$ cat config.mk
export PLATFORM = sky130hd
export DESIGN_NAME = gnr_floyd_ctrl
export DESIGN_NICKNAME = d
export VERILOG_FILES = /design/src/rtl/gnr_ctrl_pkg.sv /design/src/rtl/gnr_state_cmp.sv /design/src/rtl/gnr_floyd_ctrl.sv
export SDC_FILE = /design/constraint.sdc
export NUM_CORES = 1
export LEC_CHECK = 0
export CELL_PAD_IN_SITES_DETAIL_PLACEMENT = 0
export CELL_PAD_IN_SITES_GLOBAL_PLACEMENT = 1
export CORE_ASPECT_RATIO = 1.75
export CORE_MARGIN = 2
export CORE_UTILIZATION = 35
export DETAILED_ROUTE_END_ITERATION = 7
export GPL_TIMING_DRIVEN = 1
export PLACE_DENSITY_LB_ADDON = 0.1
export SKIP_CTS_REPAIR_TIMING = 1
export SYNTH_ARGS = -nofsm -noshare
export SYNTH_HDL_FRONTEND = slang
export SYNTH_SLANG_ARGS = --single-unit
$ cat constraint.sdc
create_clock -name clk -period 3.52 [get_ports clk]
set_input_delay 0.704 -clock clk [delete_from_list [all_inputs] [get_ports clk]]
set_output_delay 0.704 -clock clk [all_outputs]
set_load 0.01 [all_outputs]
$ cat src/rtl/gnr_ctrl_pkg.sv
`default_nettype none
// ============================================================================
// Module : gnr_ctrl_pkg
// Desc   : Shared state encoding, sub-phase codes and defaults for the GRN
//          Floyd cycle-detection sequencer.
// Rev    : 1.0  initial release
// ============================================================================
package gnr_ctrl_pkg;

    localparam int c_default_max_iter = 1024;

    typedef enum logic [2:0] {
        ST_IDLE    = 3'd0,
        ST_LOAD    = 3'd1,
        ST_P1      = 3'd2,
        ST_P2      = 3'd3,
        ST_P3_LOAD = 3'd4,
        ST_P3_ADV  = 3'd5,
        ST_P3_MU   = 3'd6,
        ST_DONE    = 3'd7
    } gnr_state_e;

    // Cycle position inside one multi-cycle iteration of P1, P2 or P3_MU.
    typedef logic [1:0] gnr_sub_t;
    localparam gnr_sub_t c_sub_step1 = 2'd0;
    localparam gnr_sub_t c_sub_step2 = 2'd1;
    localparam gnr_sub_t c_sub_cmp   = 2'd2;

endpackage
`default_nettype wire

$ cat src/rtl/gnr_state_cmp.sv
`default_nettype none
// ============================================================================
// Module : gnr_state_cmp
// Desc   : Equality comparator over the registered node s0/s1 outputs,
//          qualified so a match is only reported in compare cycles.
// Rev    : 1.0  initial release
// ============================================================================
module gnr_state_cmp #(
    parameter int WIDTH = 8
) (
    input  logic             i_sample,
    input  logic [WIDTH-1:0] i_s0_vec,
    input  logic [WIDTH-1:0] i_s1_vec,
    output logic             o_match
);

    assign o_match = i_sample && (i_s0_vec == i_s1_vec);

endmodule
`default_nettype wire

$ cat src/rtl/gnr_floyd_ctrl.sv
`default_nettype none
// ============================================================================
// Module : gnr_floyd_ctrl
// Desc   : Sequences the GRN node array through Floyd cycle detection and
//          reports transient length (mu) and attractor period (lambda).
// Rev    : 1.0  initial release
// ============================================================================
module gnr_floyd_ctrl
    import gnr_ctrl_pkg::*;
#(
    parameter int N_NODES  = 8,
    parameter int MAX_ITER = c_default_max_iter,
    parameter int CNT_W    = $clog2(MAX_ITER + 1)
) (
    input  logic               clk,
    input  logic               rst,
    input  logic               start,
    input  logic [N_NODES-1:0] init_vec,
    input  logic [N_NODES-1:0] s0_vec,
    input  logic [N_NODES-1:0] s1_vec,
    output logic               reset_nos,
    output logic [N_NODES-1:0] init_state,
    output logic               start_s0,
    output logic               start_s1,
    output logic               busy,
    output logic               res_valid,
    input  logic               res_ready,
    output logic [CNT_W-1:0]   transient_len,
    output logic [CNT_W-1:0]   period_len,
    output logic               timeout
);

    localparam logic [CNT_W-1:0] c_max_cnt = CNT_W'(MAX_ITER);
    localparam logic [CNT_W-1:0] c_one     = CNT_W'(1);

    gnr_state_e         r_state_q, w_state_d;
    gnr_sub_t           r_sub_q,   w_sub_d;
    logic [N_NODES-1:0] r_vec_q,   w_vec_d;
    logic [CNT_W-1:0]   r_it_q,    w_it_d;
    logic [CNT_W-1:0]   r_lam_q,   w_lam_d;
    logic [CNT_W-1:0]   r_mu_q,    w_mu_d;
    logic [CNT_W-1:0]   r_dn_q,    w_dn_d;
    logic [CNT_W-1:0]   r_tlen_q,  w_tlen_d;
    logic [CNT_W-1:0]   r_plen_q,  w_plen_d;
    logic               r_tout_q,  w_tout_d;
    logic               w_cmp_en;
    logic               w_match;

    gnr_state_cmp #(
        .WIDTH (N_NODES)
    ) u_cmp (
        .i_sample (w_cmp_en),
        .i_s0_vec (s0_vec),
        .i_s1_vec (s1_vec),
        .o_match  (w_match)
    );

    always_ff @(posedge clk) begin
        if (rst) begin
            r_state_q <= ST_IDLE;
            r_sub_q   <= c_sub_step1;
            r_vec_q   <= '0;
            r_it_q    <= '0;
            r_lam_q   <= '0;
            r_mu_q    <= '0;
            r_dn_q    <= '0;
            r_tlen_q  <= '0;
            r_plen_q  <= '0;
            r_tout_q  <= 1'b0;
        end else begin
            r_state_q <= w_state_d;
            r_sub_q   <= w_sub_d;
            r_vec_q   <= w_vec_d;
            r_it_q    <= w_it_d;
            r_lam_q   <= w_lam_d;
            r_mu_q    <= w_mu_d;
            r_dn_q    <= w_dn_d;
            r_tlen_q  <= w_tlen_d;
            r_plen_q  <= w_plen_d;
            r_tout_q  <= w_tout_d;
        end
    end

    always_comb begin
        w_state_d = r_state_q;
        w_sub_d   = r_sub_q;
        w_vec_d   = r_vec_q;
        w_it_d    = r_it_q;
        w_lam_d   = r_lam_q;
        w_mu_d    = r_mu_q;
        w_dn_d    = r_dn_q;
        w_tlen_d  = r_tlen_q;
        w_plen_d  = r_plen_q;
        w_tout_d  = r_tout_q;
        unique case (r_state_q)
            ST_IDLE: begin
                if (start) begin
                    w_vec_d   = init_vec;
                    w_state_d = ST_LOAD;
                end
            end
            ST_LOAD: begin
                w_it_d    = '0;
                w_lam_d   = '0;
                w_mu_d    = '0;
                w_tlen_d  = '0;
                w_plen_d  = '0;
                w_tout_d  = 1'b0;
                w_sub_d   = c_sub_step1;
                w_state_d = ST_P1;
            end
            ST_P1: begin
                if (r_sub_q == c_sub_step1) begin
                    w_sub_d = c_sub_step2;
                end else if (r_sub_q == c_sub_step2) begin
                    w_sub_d = c_sub_cmp;
                end else begin
                    w_it_d  = r_it_q + c_one;
                    w_sub_d = c_sub_step1;
                    if (w_match) begin
                        w_state_d = ST_P2;
                    end else if (w_it_d == c_max_cnt) begin
                        w_tout_d  = 1'b1;
                        w_state_d = ST_DONE;
                    end
                end
            end
            ST_P2: begin
                if (r_sub_q == c_sub_step1) begin
                    w_sub_d = c_sub_cmp;
                end else begin
                    w_lam_d = r_lam_q + c_one;
                    w_sub_d = c_sub_step1;
                    if (w_match) begin
                        w_state_d = ST_P3_LOAD;
                    end else if (w_lam_d == c_max_cnt) begin
                        w_tout_d  = 1'b1;
                        w_state_d = ST_DONE;
                    end
                end
            end
            ST_P3_LOAD: begin
                w_dn_d    = r_lam_q;
                w_state_d = ST_P3_ADV;
            end
            ST_P3_ADV: begin
                // Hare gets a head start of exactly lambda steps.
                w_dn_d = r_dn_q - c_one;
                if (r_dn_q == c_one) begin
                    w_sub_d   = c_sub_cmp;
                    w_state_d = ST_P3_MU;
                end
            end
            ST_P3_MU: begin
                if (r_sub_q == c_sub_step1) begin
                    w_sub_d = c_sub_step2;
                end else if (r_sub_q == c_sub_step2) begin
                    w_mu_d  = r_mu_q + c_one;
                    w_sub_d = c_sub_cmp;
                end else if (w_match) begin
                    w_tlen_d  = r_mu_q;
                    w_plen_d  = r_lam_q;
                    w_state_d = ST_DONE;
                end else begin
                    w_sub_d = c_sub_step1;
                end
            end
            ST_DONE: begin
                if (res_ready) begin
                    w_state_d = ST_IDLE;
                end
            end
            default: w_state_d = ST_IDLE;
        endcase
    end

    always_comb begin
        reset_nos  = 1'b0;
        init_state = '0;
        start_s0   = 1'b0;
        start_s1   = 1'b0;
        res_valid  = 1'b0;
        w_cmp_en   = 1'b0;
        busy       = (r_state_q != ST_IDLE) && (r_state_q != ST_DONE);
        unique case (r_state_q)
            ST_LOAD, ST_P3_LOAD: begin
                reset_nos  = 1'b1;
                init_state = r_vec_q;
            end
            ST_P1: begin
                start_s0 = (r_sub_q != c_sub_cmp);
                start_s1 = (r_sub_q != c_sub_cmp);
                w_cmp_en = (r_sub_q == c_sub_cmp);
            end
            ST_P2: begin
                start_s1 = (r_sub_q == c_sub_step1);
                w_cmp_en = (r_sub_q != c_sub_step1);
            end
            ST_P3_ADV: start_s1 = 1'b1;
            ST_P3_MU: begin
                // Two s0 pulses per iteration move the tortoise one real step.
                start_s0 = (r_sub_q == c_sub_step1) || (r_sub_q == c_sub_step2);
                start_s1 = (r_sub_q == c_sub_step1);
                w_cmp_en = (r_sub_q == c_sub_cmp);
            end
            ST_DONE: res_valid = 1'b1;
            default: ;
        endcase
    end

    assign transient_len = r_tlen_q;
    assign period_len    = r_plen_q;
    assign timeout       = r_tout_q;

endmodule
`default_nettype wire
* Word level (Yosys, flattened, before mapping)
Cells that the tools add are included.
** Storage, ports and cells
- Register bits :: 80
- Bits of input ports :: 28
- Output and inout bits :: 36
- Word-level logic and storage cells :: 123
** Cells by class
- Add/subtract/negate cells :: 4
- Equality and inequality tests :: 32
- Multiplexer cells :: 53
- Reduce and logical (&&, ||, !) cells :: 24
** Operators by type and width (count)
- $pmux 11 s2 :: 6
- $mux 11 :: 11
- $mux 3 :: 13
- $add 11x1->11 const B :: 3
- $ne 2x2->1 const B :: 14
- $pmux 3 s8 :: 1
- $eq 11x11->1 const B :: 2
- $mux 2 :: 7
- $eq 3x3->1 const B :: 4
- $eq 11x1->1 const B :: 1
- $reduce_and 11->1 :: 1
- $sub 11x1->11 const B :: 1
- $pmux 2 s5 :: 1
- $reduce_bool 2->1 :: 5
- $mux 1 :: 9
- $reduce_and 3->1 :: 3
- $eq 8x8->1 :: 1
- $mux 8 :: 1
- $reduce_and 8->1 :: 1
- $eq 3x2->1 const B :: 2
- $ne 3x2->1 const B :: 2
- $pmux 1 s3 :: 2
- $reduce_bool 3->1 :: 2
- $reduce_or 2->1 :: 3
- other kinds (14) :: 17

* Longest topological paths before layout
Gate-level depths: netlist of the first run.
- Depth after elaboration :: 8
- Gate-level depth with buffers :: 7
- Gate-level depth less buffers :: 7

* By module
A second synthesis of the first run with hierarchy kept.
** Unflattened totals
- Cell total of the unflattened synthesis :: 562
- Area, all modules :: 4317.9 sq um
** Modules (own cells, without submodules)
- gnr_floyd_ctrl :: times used 1, cells an instance 550, area each 4222.8 sq um, sequential area each 1601.5 sq um
- gnr_state_cmp :: times used 1, cells an instance 12, area each 95.1 sq um, sequential area each 0.0 sq um

* Worst setup path before layout of the first run
OpenSTA, ideal clock, no wires.
- Path kind :: in2reg
- From :: input port s1_vec[4]
- To :: register r_tlen_q[2] (netlist: transient_len[2])
- Setup time :: 0.117 ns
- Data arrival time :: 2.014 ns
- Data required time :: 3.403 ns
- Path slack :: 1.389 ns
- Stages on the path :: 6
- Path buffers :: 1
- Cells stage by stage :: xor2_1 nor4_2 and3_4 a21oi_1 buf_2 a22o_1
** On the way
- Longest elaborated chain between the ends :: 4
** Ends and longest elaborated chain
- start, declared :: RTL line gnr_floyd_ctrl.sv:20 : input logic [N_NODES-1:0] s1_vec,
- $eq 8x8->1 :: RTL line gnr_state_cmp.sv:17 : assign o_match = i_sample && (i_s0_vec == i_s1_vec);
- $logic_and 1x1->1 :: RTL line gnr_state_cmp.sv:17
- $ne 2x1->1 (no line)
- $reduce_and 4->1 (no line)
- end signal, assigned :: RTL line gnr_floyd_ctrl.sv:78 : r_tlen_q <= w_tlen_d;
- end, declared :: RTL line gnr_floyd_ctrl.sv:43 : logic [CNT_W-1:0] r_tlen_q, w_tlen_d;
No other way between the ends.
A chain may end at the register's enable or synchronous reset.

* Worst setup path after layout of the first run
- From :: register r_state_q[1]
- To :: output port start_s0
** On the way
- Longest elaborated chain between the ends :: 2
- Elaborated cells on any way between the ends :: 3
- Those cells by class :: eq/ne: 2; mux: 1
** Ends and longest elaborated chain
- start, declared :: RTL line gnr_floyd_ctrl.sv:36 : gnr_state_e r_state_q, w_state_d;
- start signal, assigned :: RTL line gnr_floyd_ctrl.sv:71 : r_state_q <= w_state_d;
- $eq 3x3->1 / $eq 3x2->1 (equally long branches) :: RTL line gnr_floyd_ctrl.sv:185 : unique case (r_state_q)
- $pmux 1 s2 * :: RTL line gnr_floyd_ctrl.sv:185
- end, declared :: RTL line gnr_floyd_ctrl.sv:23 : output logic start_s0,
Mark *: on every way between the ends. The rest lies on a longest branch, timed or not.

==> impl_metrics.env, run 1 <==
export IMPL_min_to="r_vec_q[1]"
export IMPL_cp_end_kind="output pin"
export IMPL_clockBufferDepth=2
export IMPL_crit_path_max_fanout=20
export IMPL_worstReg2RegStart="r_state_q[0]"
export IMPL_path_cells="nand2_1 > a21oi_1 > clkdlybuf4s50_1"
export IMPL_dp_hpwl_um=7534
export IMPL_ant_nets=0
export IMPL_maxSlewViolCount=0
export IMPL_max_slew_margin=0.5062
export IMPL_gp_congestion=0.7926
export IMPL_clockRootBuffer="clkbuf_16"
export IMPL_power_leakage_nw=1.860
export IMPL_port_buffers=63
export IMPL_setup_total_negative_slack_ns=0
export IMPL_p_comb_frac=0.281
export IMPL_ys_seq_area_frac=0.3796
export IMPL_vias=3800
export IMPL_synth_area_per_cell_sq_um=8.404
export IMPL_antenna_found_initial=0
export IMPL_ir_drop_v=0.0002708
export IMPL_wirelength_um=10690
export IMPL_synth_edf_count=0
export IMPL_r2r_end="r_lam_q[2]"
export IMPL_wire_per_inst_um=15.44
export IMPL_synth_top_area_cell="dfxtp_1"
export IMPL_power_density_nw_per_um2=550.7
export IMPL_fin_nets=583
export IMPL_numCtsBuffers=9
export IMPL_diodes=0
export IMPL_drt_first_pass_iters=6
export IMPL_min_period_ns=2.834
export IMPL_reg2reg_slack_ns=1.08
export IMPL_internal_power_w=0.001916
export IMPL_critPathLaunchType="flip-flop"
export IMPL_finalCoreUtilization=0.4356
export IMPL_initial_utilization=0.3554
export IMPL_r2r_cells=6
export IMPL_layout_drive_gt1_share=0.08288
export IMPL_via_per_inst=5.491
export IMPL_max_freq_mhz=352.9
export IMPL_drcViolationCount=0
export IMPL_fp_coreArea_sq_um=11870
export IMPL_ios=64
export IMPL_whs_ns=0.4493
export IMPL_max_cap_viol_count=0
export IMPL_cpMaxStageDelayCell="dfxtp_1"
export IMPL_hp_class="flip-flop to flip-flop"
export IMPL_rows=53
export IMPL_synth_fp_nets=535
export IMPL_ys_flop_type="dfxtp_1"
export IMPL_swShare=0.3272
export IMPL_hp_start="r_vec_q[1]"
export IMPL_period_share=0.8050
export IMPL_die_w_um=87.00
export IMPL_slowest_delay_ns=0.77
export IMPL_nFillCells=1205
export IMPL_h_tree_depth=3
export IMPL_setup_viol=0
export IMPL_seqPwrFrac=0.356
export IMPL_cts_num_sinks=80
export IMPL_die_area_sq_um=12980
export IMPL_required_ns=2.82
export IMPL_clkTransAtPathRegs_ns=0.06
export IMPL_grt_max_degree=52
export IMPL_grt_ovfl_total=0
export IMPL_async_flop_share=0
export IMPL_synth_cell_type_count=74
export IMPL_ys_top_cells_by_area="dfxtp_1 (38%), a21oi_1 (5.0%), a22o_1 (5.0%)"
export IMPL_gr_usage_all_layers=0.1679
export IMPL_synth_cells=502
export IMPL_syn2layout_area_growth_pct=22.57
export IMPL_rsz0062_at_grt="false"
export IMPL_register_area_sq_um=1602
export IMPL_tightest_slew_ns=0.7388
export IMPL_finalHoldViolations=0
export IMPL_grt_pass1_wl_um=17380
export IMPL_clk_latency_ns=0.33
export IMPL_path_buf_inv=1
export IMPL_die_height_um=149.2
export IMPL_syn_cell_area_sq_um=4219
export IMPL_grt_pass1_vias=3578
export IMPL_switchingPower_w=0.0009319
export IMPL_yosysWarnings=0
export IMPL_ys_ff_latch=80
export IMPL_status="finished, final reports clean"
export IMPL_yosys_area_top_type_share=0.3796
export IMPL_drtIter0Drc=163
export IMPL_pwr_share_clk=0.362
export IMPL_hold_depth=2
export IMPL_worstPathArrival_ns=2.13
export IMPL_cts_tree="yes"
export IMPL_path_delay_family="flip-flops"
export IMPL_critPathKind="flip-flop to output pin"
export IMPL_fin_skew_ns=0.007588
export IMPL_multiInputGateArea_sq_um=2342
-- registers in the layout, summed over array words and instances (netlist names) --
register       cells
timeout            1
r_vec_q            8
r_state_q          3
r_sub_q            2
transient_len     11
period_len        11
r_it_q            11
r_mu_q            11
r_dn_q            11
r_lam_q           11
-- power groups by stage --
| stage | sequential (W) | combinational, W | clock [W] |
|---|---|---|---|
| global placement | 0.00103 | 0.000811 | 0 |
| floorplan | 0.000979 | 0.000652 | 0 |
| finish | 0.00102 | 0.000802 | 0.00103 |
| detailed placement | 0.00103 | 0.000807 | 0 |
| global route | 0.00102 | 0.000887 | 0.00109 |
| CTS | 0.00101 | 0.000813 | 0.00107 |
-- tightest hold or removal path, stage by stage (launching register included) --
cell     delay, ns
dfxtp_1       0.30
nand2_1       0.05
a21oi_1       0.05
-- stage by stage --
step	setup WS (ns)	total power (W)	area [sq um]	std cells
final	0.6864	0.002848	5171	692
after global routing	0.5067	0.003003	5171	692
after CTS	0.6152	0.002894	5171	692
after detailed placement	0.7463	0.001841	4842	676
after global placement	0.7918	0.001845	4842	676
after floorplan	1.389	0.001630	4219	502
-- cell type report --
| cell class | count | share of cell area |
|---|---|---|
| multi-input cells | 378 | 0.4529 |
| repair buffers | 72 | 0.1340 |
| inverters | 9 | 0.006533 |
| clock inverters | 6 | 0.01742 |
| well taps | 137 | 0.03315 |
| clock buffers | 10 | 0.04621 |
| flip-flops and latches | 80 | 0.3097 |
-- worst max-delay path by stage --
| stage | slack (ns) | depth (start not counted) | endpoint | from |
|---|---|---|---|---|
| 2_1_floorplan | 1.39 | 6 | transient_len[2] | s1_vec[4] |
| 3_5_place_dp | 0.75 | 7 | period_len[3] | s1_vec[3] |
| 4_1_cts | 0.62 | 4 | init_state[1] | r_state_q[0] |
| 3_3_place_gp | 0.79 | 7 | period_len[0] | s1_vec[3] |
| 6_report | 0.69 | 3 | start_s0 | r_state_q[1] |
| 5_1_grt | 0.51 | 4 | init_state[4] | r_state_q[0] |
-- metal layers --
metal / share of wire / up-vias / global-route usage
met5: 0 / - / 0
li1: - / 1929 / -
met3: 0.030 / 12 / 0.03431
met4: 0.021 / 0 / 0.05859
met2: 0.51 / 71 / 0.2947
met1: 0.44 / 1788 / 0.1986
-- logic make-up (layout without fill, tap and decap cells) --
group,after synthesis,after routing,share of synthesized area
simple gates,211,211,0.2755
compound gates,142,142,0.2221
flops,80,80,0.3796
buf+inv,44,97,0.06524
xor+xnor,17,17,0.03529
fa+ha+maj,5,5,0.01483
mux,3,3,0.007414
-- Yosys cell counts, drive strengths merged (4+ instances only) --
cell type and instances:
and3 7, nand2b 7, a211oi 5, nor4b 4, a21oi 42, ha 5, nor4 5, nand3 18
a31oi 11, nand3b 8, nor3 10, or3 7, xor2 14, clkbuf 25, a21o 5, nor3b 4
buf 10, dfxtp 80, nor2 54, nand2 42, and2 11, or4 6, nand4 12, a22o 24
o21ai 29, inv 9
-- placed cells by master, fill, tap and decap left out, types with 5 or more instances in the layout --
| master | instances |
|---|---|
| or4_1 | 6 |
| xor2_1 | 14 |
| ha_1 | 5 |
| nand3_1 | 18 |
| nand4_1 | 12 |
| or3_1 | 5 |
| a21oi_1 | 42 |
| clkdlybuf4s50_1 | 62 |
| nand2b_1 | 7 |
| o21ai_0 | 29 |
| nor2_1 | 53 |
| nand2_1 | 42 |
| dfxtp_1 | 80 |
| nand3b_1 | 7 |
| buf_4 | 9 |
| a31oi_1 | 11 |
| nor3_1 | 9 |
| inv_1 | 8 |
| clkbuf_16 | 9 |
| and2_1 | 11 |
| a22o_1 | 24 |
| and3_1 | 6 |
| a211oi_1 | 5 |
No activity file was read; power rests on OpenSTA's default activity.
==> inputs of run 2 (changes only) <==
clock period = 2.9 ns   (was 3.52 ns; I/O delays follow)
==> run 2 against run 1 <==
Effect of this change:
- total power rose by 24%
- largest power group unchanged
- sequential power rose by 20%
- combinational power rose by 24%
- non-clock buffer count rose by 3
- flip-flop and latch count did not move
- via count rose by 1.8%
- critical path depth rose by 4
- final cell count rose by 0.43%
- count of clock-buffer cells in the layout did not move
- critical endpoint is now start_s1
- first-iteration DRC count rose by 43%
- clock power rose by 27%
==> impl_metrics.env, run 2 (synthesis results as in run 1) <==
export IMPL_drcViolationCount=0
export IMPL_drtIter0Drc=233
export IMPL_clk_latency_ns=0.34
export IMPL_via_per_inst=5.564
export IMPL_reg2reg_slack_ns=0.45
export IMPL_fin_skew_ns=0.009739
export IMPL_min_to="r_vec_q[6]"
export IMPL_worstSetupStartpoint="r_state_q[0]"
export IMPL_status="finished, final reports clean"
export IMPL_cpMaxStageDelayCell="dfxtp_1"
export IMPL_ant_nets=0
export IMPL_finalHoldViolations=0
export IMPL_grt_max_degree=34
export IMPL_grt_pass1_vias=3589
export IMPL_cp_end_kind="output pin"
export IMPL_die_w_um=87.00
export IMPL_r2r_cells=6
export IMPL_grt_ovfl_total=0
export IMPL_vias=3867
export IMPL_port_buffers=63
export IMPL_cts_tree="yes"
export IMPL_fin_nets=586
export IMPL_ios=64
export IMPL_gr_usage_all_layers=0.1711
export IMPL_h_tree_depth=3
export IMPL_max_slew_margin=0.4656
export IMPL_critPathKind="flip-flop to output pin"
export IMPL_final_common_cell="dfxtp_1"
export IMPL_cpMostUsedCell="nand2_1"
export IMPL_hold_depth=2
export IMPL_clkTransAtPathRegs_ns=0.06
export IMPL_drt_first_pass_iters=4
export IMPL_antenna_found_initial=0
export IMPL_rsz0062_at_grt="false"
export IMPL_worstPathArrival_ns=2.17
export IMPL_hp_class="flip-flop to flip-flop"
export IMPL_max_cap_viol_count=0
export IMPL_clockRootBuffer="clkbuf_16"
export IMPL_wirelength_um=10810
export IMPL_ir_drop_v=0.0003090
export IMPL_clockBufferDepth=2
export IMPL_dp_hpwl_um=7808
export IMPL_numCtsBuffers=9
export IMPL_wire_per_inst_um=15.55
export IMPL_critPathLaunchType="flip-flop"
export IMPL_cts_num_sinks=80
export IMPL_most_common_layout_cells="dfxtp_1 (80), clkdlybuf4s50_1 (62), nor2_1 (53), nand2_1 (42), a21oi_1 (42)"
export IMPL_rows=53
export IMPL_gp_congestion=0.7567
export IMPL_min_period_ns=2.750
export IMPL_initial_utilization=0.3554
export IMPL_die_height_um=149.2
export IMPL_die_area_sq_um=12980
export IMPL_hp_start="r_vec_q[6]"
export IMPL_power_total_w=0.003528
export IMPL_path_cells="buf_4 > nand2_1 > nand2_1 > o21ai_0 > nand2_1 > nand2_1 > clkdlybuf4s50_1"
export IMPL_power_density_nw_per_um2=677.2
export IMPL_max_freq_mhz=363.6
export IMPL_maxSlewViolCount=0
export IMPL_grt_pass1_wl_um=17840
export IMPL_diodes=0
export IMPL_worstReg2RegStart="r_state_q[0]"
export IMPL_setup_total_negative_slack_ns=0
export IMPL_required_ns=2.32
export IMPL_period_share=0.9484
export IMPL_layout_drive_gt1_share=0.08602
export IMPL_dp_slack_ns=0.3764
export IMPL_setup_viol=0
export IMPL_setup_slack_ns=0.1496
export IMPL_power_leakage_nw=1.880
export IMPL_slowest_delay_ns=0.53
export IMPL_tightest_slew_ns=0.7994
export IMPL_crit_path_max_fanout=33
export IMPL_r2r_end="r_lam_q[2]"
export IMPL_fp_coreArea_sq_um=11870
export IMPL_syn2layout_area_growth_pct=23.46
[run 2: changes by cell type in the layout (fill, tap and decap cells not counted), sizes merged]
| cell | previous run | this run |
|---|---|---|
| clkinv | 1 | 0 |
| buf | 10 | 13 |
| bufinv | 2 | 3 |
[run 2: through the flow]
stage,hold slack [ns],std cells,util,area [sq um]
2_1_floorplan,0.4317,502,-,4219
3_3_place_gp,0.4404,679,0.4098,4865
3_5_place_dp,0.4501,679,0.4098,4865
4_1_cts,0.4591,695,0.4388,5209
5_1_grt,0.4817,695,0.4388,5209
6_report,0.4551,695,0.4388,5209
[run 2: worst max path at each step]
stage,end,slack [ns],cells after the start
floorplan,transient_len[2],0.89,6
global placement,period_len[5],0.40,7
detailed placement,period_len[1],0.38,7
CTS,start_s1,0.14,7
global route,start_s1,0.02,7
finish,start_s1,0.15,7
[run 2: power by group]
| part | internal, W | total [W] | leakage (nW) | switching, W |
|---|---|---|---|---|
| logic | 0.000401 | 0.000993 | 1.07 | 0.000592 |
| clock network | 0.000848 | 0.00131 | 0.164 | 0.000466 |
| registers | 0.00115 | 0.00122 | 0.646 | 0.0000763 |
| total | 0.00239 | 0.00353 | 1.88 | 0.00113 |
[run 2: critical path: cells and delay by family (launching register included)]
| family | cells | cell delay (ns) |
|---|---|---|
| buffers and inverters | 2 | 0.90 |
| flip-flops | 1 | 0.53 |
| AND/OR/NAND/NOR | 4 | 0.32 |
| AO/OA/AOI/OAI | 1 | 0.08 |
[run 2: layout make-up]
cell class / count / area (sq um)
fill: 1193 / 6661
multi-input combinational: 378 / 2342
sequential: 80 / 1602
timing repair buffer: 75 / 715.7
clock buffer: 10 / 229.0
tap: 137 / 171.4
clock inverter: 6 / 115.1
inverter: 9 / 33.78
[run 2: per-layer routing]
| metal | up-vias | global-route usage | share of wire |
|---|---|---|---|
| met5 | - | 0 | 0 |
| met4 | 0 | 0.06484 | 0.020 |
| met3 | 18 | 0.02324 | 0.028 |
| met2 | 75 | 0.2889 | 0.51 |
| met1 | 1836 | 0.2174 | 0.44 |
| li1 | 1938 | - | - |
